File: src/rtl/dmem_lsu.sv
// rtl/dmem_lsu.sv - RV32I load/store sequencer for a word-wide data memory
// Sub-word stores use read-modify-write; loads extract a lane and sign/zero extend.
module dmem_lsu #(
    parameter int unsigned DEPTH_WORDS = 256
) (
    input  logic        clkin,
    input  logic        nrst_in,
    input  logic        req_valid_in,
    output logic        req_ready_out,
    input  logic        req_we_in,
    input  logic [2:0]  req_funct3_in,
    input  logic [31:0] req_addr_in,
    input  logic [31:0] req_wdata_in,
    output logic        resp_valid_out,
    input  logic        resp_ready_in,
    output logic [31:0] resp_rdata_out,
    output logic        resp_err_out,
    output logic        mem_wr_en_out,
    output logic [31:0] mem_wr_addr_out,
    output logic [31:0] mem_wr_data_out,
    output logic [31:0] mem_rd_addr_out,
    input  logic [31:0] mem_rd_data_in
);

    typedef enum logic [2:0] {
        S_IDLE,
        S_RD,
        S_WR,
        S_ERR,
        S_RESP
    } state_t;

    state_t      state_q;
    logic        we_q;
    logic [2:0]  funct3_q;
    logic [1:0]  addr_lo_q;
    logic [29:0] idx_q;
    logic [31:0] wdata_q;
    logic [31:0] buf_q;
    logic [31:0] rdata_q;
    logic        err_q;

    logic        funct3_ok;
    logic        align_ok;
    logic        range_ok;
    logic        req_err;

    function automatic logic [31:0] load_ext(input logic [31:0] w,
                                             input logic [1:0]  a,
                                             input logic [2:0]  f3);
        logic [7:0]  b;
        logic [15:0] h;
        case (a)
            2'd0:    b = w[7:0];
            2'd1:    b = w[15:8];
            2'd2:    b = w[23:16];
            default: b = w[31:24];
        endcase
        h = a[1] ? w[31:16] : w[15:0];
        case (f3)
            3'b000:  load_ext = {{24{b[7]}}, b};
            3'b100:  load_ext = {24'd0, b};
            3'b001:  load_ext = {{16{h[15]}}, h};
            3'b101:  load_ext = {16'd0, h};
            default: load_ext = w;
        endcase
    endfunction

    function automatic logic [31:0] store_merge(input logic [31:0] old_w,
                                                input logic [31:0] wd,
                                                input logic [1:0]  a,
                                                input logic [2:0]  f3);
        logic [31:0] w;
        w = old_w;
        case (f3[1:0])
            2'b00: begin
                case (a)
                    2'd0:    w[7:0]   = wd[7:0];
                    2'd1:    w[15:8]  = wd[7:0];
                    2'd2:    w[23:16] = wd[7:0];
                    default: w[31:24] = wd[7:0];
                endcase
            end
            2'b01: begin
                if (a[1]) w[31:16] = wd[15:0];
                else      w[15:0]  = wd[15:0];
            end
            default: w = wd;
        endcase
        store_merge = w;
    endfunction

    // Stores only know B/H/W; loads additionally allow the unsigned B/H forms.
    always_comb begin
        funct3_ok = 1'b0;
        align_ok  = 1'b1;
        case (req_funct3_in)
            3'b000:        funct3_ok = 1'b1;
            3'b001:        funct3_ok = 1'b1;
            3'b010:        funct3_ok = 1'b1;
            3'b100, 3'b101: funct3_ok = !req_we_in;
            default:       funct3_ok = 1'b0;
        endcase
        if (req_funct3_in[1:0] == 2'b01 && req_addr_in[0] != 1'b0)
            align_ok = 1'b0;
        if (req_funct3_in[1:0] == 2'b10 && req_addr_in[1:0] != 2'b00)
            align_ok = 1'b0;
        range_ok = ({2'b00, req_addr_in[31:2]} < DEPTH_WORDS);
        req_err  = !(funct3_ok && align_ok && range_ok);
    end

    always_ff @(posedge clkin or negedge nrst_in) begin
        if (!nrst_in) begin
            state_q   <= S_IDLE;
            we_q      <= 1'b0;
            funct3_q  <= 3'd0;
            addr_lo_q <= 2'd0;
            idx_q     <= 30'd0;
            wdata_q   <= 32'd0;
            buf_q     <= 32'd0;
            rdata_q   <= 32'd0;
            err_q     <= 1'b0;
        end else begin
            case (state_q)
                S_IDLE: begin
                    if (req_valid_in) begin
                        we_q      <= req_we_in;
                        funct3_q  <= req_funct3_in;
                        addr_lo_q <= req_addr_in[1:0];
                        idx_q     <= req_addr_in[31:2];
                        wdata_q   <= req_wdata_in;
                        rdata_q   <= 32'd0;
                        err_q     <= 1'b0;
                        if (req_err)
                            state_q <= S_ERR;
                        else if (req_we_in && req_funct3_in == 3'b010)
                            state_q <= S_WR;
                        else
                            state_q <= S_RD;
                    end
                end
                S_RD: begin
                    buf_q <= mem_rd_data_in;
                    if (we_q) begin
                        state_q <= S_WR;
                    end else begin
                        rdata_q <= load_ext(mem_rd_data_in, addr_lo_q, funct3_q);
                        state_q <= S_RESP;
                    end
                end
                S_WR: begin
                    state_q <= S_RESP;
                end
                S_ERR: begin
                    err_q   <= 1'b1;
                    rdata_q <= 32'd0;
                    state_q <= S_RESP;
                end
                S_RESP: begin
                    if (resp_ready_in)
                        state_q <= S_IDLE;
                end
                default: state_q <= S_IDLE;
            endcase
        end
    end

    // Decoded straight from the state register so reset kills a WR strobe at once.
    assign req_ready_out   = (state_q == S_IDLE);
    assign resp_valid_out  = (state_q == S_RESP);
    assign resp_rdata_out  = rdata_q;
    assign resp_err_out    = err_q;
    assign mem_wr_en_out   = (state_q == S_WR);
    assign mem_wr_addr_out = {2'b00, idx_q};
    assign mem_rd_addr_out = {2'b00, idx_q};
    assign mem_wr_data_out = store_merge(buf_q, wdata_q, addr_lo_q, funct3_q);

endmodule

File: config.mk
export PLATFORM = sky130hd
export DESIGN_NAME = dmem_lsu
export DESIGN_NICKNAME = d
export VERILOG_FILES = /design/src/rtl/dmem_lsu.sv
export SDC_FILE = /design/constraint.sdc
export NUM_CORES = 1
export LEC_CHECK = 0
export CORE_UTILIZATION = 35
export DETAILED_ROUTE_END_ITERATION = 10
export SLEW_MARGIN = 10
export SYNTH_ARGS = -nofsm -noshare
export SYNTH_HDL_FRONTEND = slang
export SYNTH_SLANG_ARGS = --single-unit
File: constraint.sdc
create_clock -name clkin -period 2.35 [get_ports clkin]
set_input_delay 0.235 -clock clkin [delete_from_list [all_inputs] [get_ports clkin]]
set_output_delay 0.235 -clock clkin [all_outputs]
set_load 0.02 [all_outputs]
==> reports/metrics.cfg <==
[floorplanning]
initial_core_util=0.3630
io_pins=236
die_x_um=139.7
rows=49
chipHeight_um=139.7
die_area_mm2=0.01950
core_mm2=0.01827

[power_and_ir_drop]
p_leak_nw=4.144
ir_drop_uv=770.0
powerDensity_mw_per_mm2=1640
finalPower_mw=15.80

[cts]
cts_tree=built
clk_path_buf_depth=2
cts_buffers=17
clkTransAtPathRegs_ns=0.06
root_buffer=clkbuf_16
htree_levels=4
cts_num_sinks=136
clk_latency_ns=0.41

[finish]
nets=856
drive_gt1_frac=0.2408
final_util=0.5272
fill_cells=1626
antenna_cells=0
areaGrowthSynthToFinish_pct=45.22

[timing]
fin_crit_sh=0.9704
timing.final.crit_period_ns=2.281
setup_ws_ns=0.06947
setup_viol=0
max_freq_mhz=438.5
slew_headroom=0.5669
worstMarginPinSlew_ns=0.6497
drv_slew=0
hold_violations=0
fin_skew_ns=0.008333

[grt]
antenna_found_initial=0
grt_pass1_vias=5275
grt_use_met3=0.05162
grtUsageMet2=0.3285
grt-busiest-layer=met2
grt_usage=0.2071
gr-total-overflow=0
grt_max_degree=66
grt_util_met1=0.2808
grt_first_pass_wirelength_um=30660

[setup_path]
worstSetupStartpointType=register
critPathArrivalTime_ns=2.05
r2r_slack_ns=0.45
required_ns=2.12
end_kind=primary output
crit_top_cell=a21o_1
worstSetupPathType=register to primary output
r2r_cells=5
cp_slowest_cell=dfrtp_1
cp_max_fo=11
path_cells=buf_4 -> a21o_1 -> a22o_1 -> a21o_1 -> dlygate4sd2_1
max_stage_delay_ns=0.42

[detailed_routing]
viasPerCell=5.221
drc=0
vias=5184
routed_wl_um=19960
drtAntennaViolNets=0
firstDrtPassIters=5
drtIter0Drc=328
wl_per_cell_um=20.10

[synth]
synthArstFlopShare=1.000
synth-seq-area-share=0.5131
ys_warn_count=0
synthCells=542
synth_cell_types=41
ys_seq_elements=136
netlist_area_mm2=0.006633
avgSynthCellArea_um2=12.24
synth_flop_cell=dfrtp_1
synth_edf_count=0

[place]
port_buffers=231
post-dp-hpwl_um=15130
place_ws_ns=0.1769
gp_congestion=0.8482

[min_path]
worst_hold_path_type=input pin to asynchronous set/reset pin

[job]
drv_cap=0

[status]
status=complete, no violations

[synth_stat cells (5+ instances only)]
cell,n,area share
o2bb2ai_1,7,0.0092
o21ai_0,30,0.023
nor2_1,9,0.0051
nand2_1,26,0.015
a21o_1,10,0.011
mux2_1,6,0.010
buf_4,35,0.040
clkbuf_1,19,0.011
dfrtp_1,136,0.51
mux2_2,116,0.20
buf_2,13,0.0098
a221o_1,16,0.024
a22oi_1,8,0.0091
a21oi_1,19,0.014
inv_1,16,0.0091
mux2i_1,15,0.023
nor4_1,5,0.0047
a22o_1,24,0.032
[logic make-up after synthesis]
kind of cell / share of synthesized area
buf+inv: 0.07150
mux: 0.2298
other cells: 0.0005654
flops: 0.5131
simple gates: 0.04226
compound gates: 0.1428
[worst max-delay path: cells and delay by family (launching register included)]
family	cells	cell delay, ns
AO/OA/AOI/OAI	3	0.69
buffers and inverters	2	0.52
flip-flops	1	0.42
[final cells by class]
type,count,area (um^2),share of cell area
repair buffers,257,2492,0.2588
multi-input cells,324,2780,0.2886
inverters,16,60.06,0.006235
clock buffers,20,456.7,0.04741
well taps,229,286.5,0.02975
clock inverters,11,148.9,0.01546
flip-flops and latches,136,3407,0.3537
[per-layer routing]
layer	part of all wire	vias to the layer above
li1	-	2365
met1	0.44	2617
met2	0.48	185
met3	0.064	17
met4	0.015	0
met5	0	-
[sequential cells by signal, summed over array words and instances (netlist names)]
| signal | cells |
|---|---|
| addr_lo_q | 2 |
| idx_q | 30 |
| funct3_q | 3 |
| resp_rdata_out | 32 |
| wdata_q | 32 |
| we_q | 1 |
| buf_q | 32 |
| state_q | 3 |
| resp_err_out | 1 |
[metrics by stage]
stage	hold slack [ns]	setup TNS (ns)	cell area [um^2]	cells
after floorplan	-0.06059	0	6644	545
after global placement	0.2837	0	9041	960
after detailed placement	0.2838	0	9041	960
after CTS	0.4086	0	9628	992
after global routing	0.4126	-0.01402	9632	993
final	0.3914	0	9632	993
[worst paths after layout]
check	start	end
worst max-delay path	funct3_q[0]$_DFFE_PN0P_	mem_wr_data_out[12]
worst min-delay path	nrst_in	idx_q[0]$_DFFE_PN0P_
worst max register to register	addr_lo_q[0]$_DFFE_PN0P_	resp_rdata_out[30]$_DFFE_PN0P_
worst min register to register	resp_rdata_out[4]$_DFFE_PN0P_	resp_rdata_out[4]$_DFFE_PN0P_
max in group asynchronous	nrst_in	addr_lo_q[1]$_DFFE_PN0P_
min in group clkin	req_wdata_in[12]	wdata_q[12]$_DFFE_PN0P_
[where the power goes]
group | switching, mW | internal [mW]
Combinational | 4.25 | 4.22
Clock | 1.00 | 1.72
Sequential | 1.07 | 3.54
[cell usage in the layout, fill, tap and decap left out, types with 2 or more instances in the layout]
| cell | netlist | routed |
|---|---|---|
| a21o_1 | 10 | 10 |
| a21oi_1 | 19 | 19 |
| a221o_1 | 16 | 16 |
| a22o_1 | 24 | 24 |
| a22oi_1 | 8 | 8 |
| a31oi_1 | 2 | 2 |
| a32o_1 | 2 | 2 |
| buf_12 | 0 | 2 |
| buf_4 | 35 | 22 |
| buf_6 | 1 | 2 |
| bufinv_16 | 0 | 3 |
| clkbuf_16 | 0 | 17 |
| clkbuf_2 | 0 | 2 |
| clkbuf_8 | 0 | 2 |
| clkdlybuf4s50_1 | 0 | 198 |
| clkinv_2 | 0 | 2 |
| clkinv_4 | 0 | 3 |
| clkinvlp_4 | 0 | 3 |
| conb_1 | 1 | 4 |
| dfrtp_1 | 136 | 133 |
| dfrtp_2 | 0 | 3 |
| dlygate4sd2_1 | 0 | 30 |
| inv_1 | 16 | 16 |
| mux2_1 | 6 | 6 |
| mux2_2 | 116 | 116 |
| mux2i_1 | 15 | 15 |
| nand2_1 | 26 | 25 |
| nand2_4 | 1 | 2 |
| nand2b_1 | 2 | 2 |
| nand3_1 | 2 | 2 |
| nor2_1 | 9 | 9 |
| nor2b_1 | 2 | 2 |
| nor3_1 | 4 | 4 |
| nor4_1 | 5 | 5 |
| o21ai_0 | 30 | 30 |
| o22ai_1 | 2 | 2 |
| o2bb2ai_1 | 7 | 7 |
[repair_timing]
| action | CTS | global route |
|---|---|---|
| setup endpoints to repair | 32 | 13 |
| buffers inserted | 0 | 1 |
| pin swaps | 0 | 0 |
| hold endpoints to repair | 62 | 0 |
| hold buffers | 1 | 0 |
| gates resized for setup | 37 | 7 |
Power figures use the tool's default switching activity.
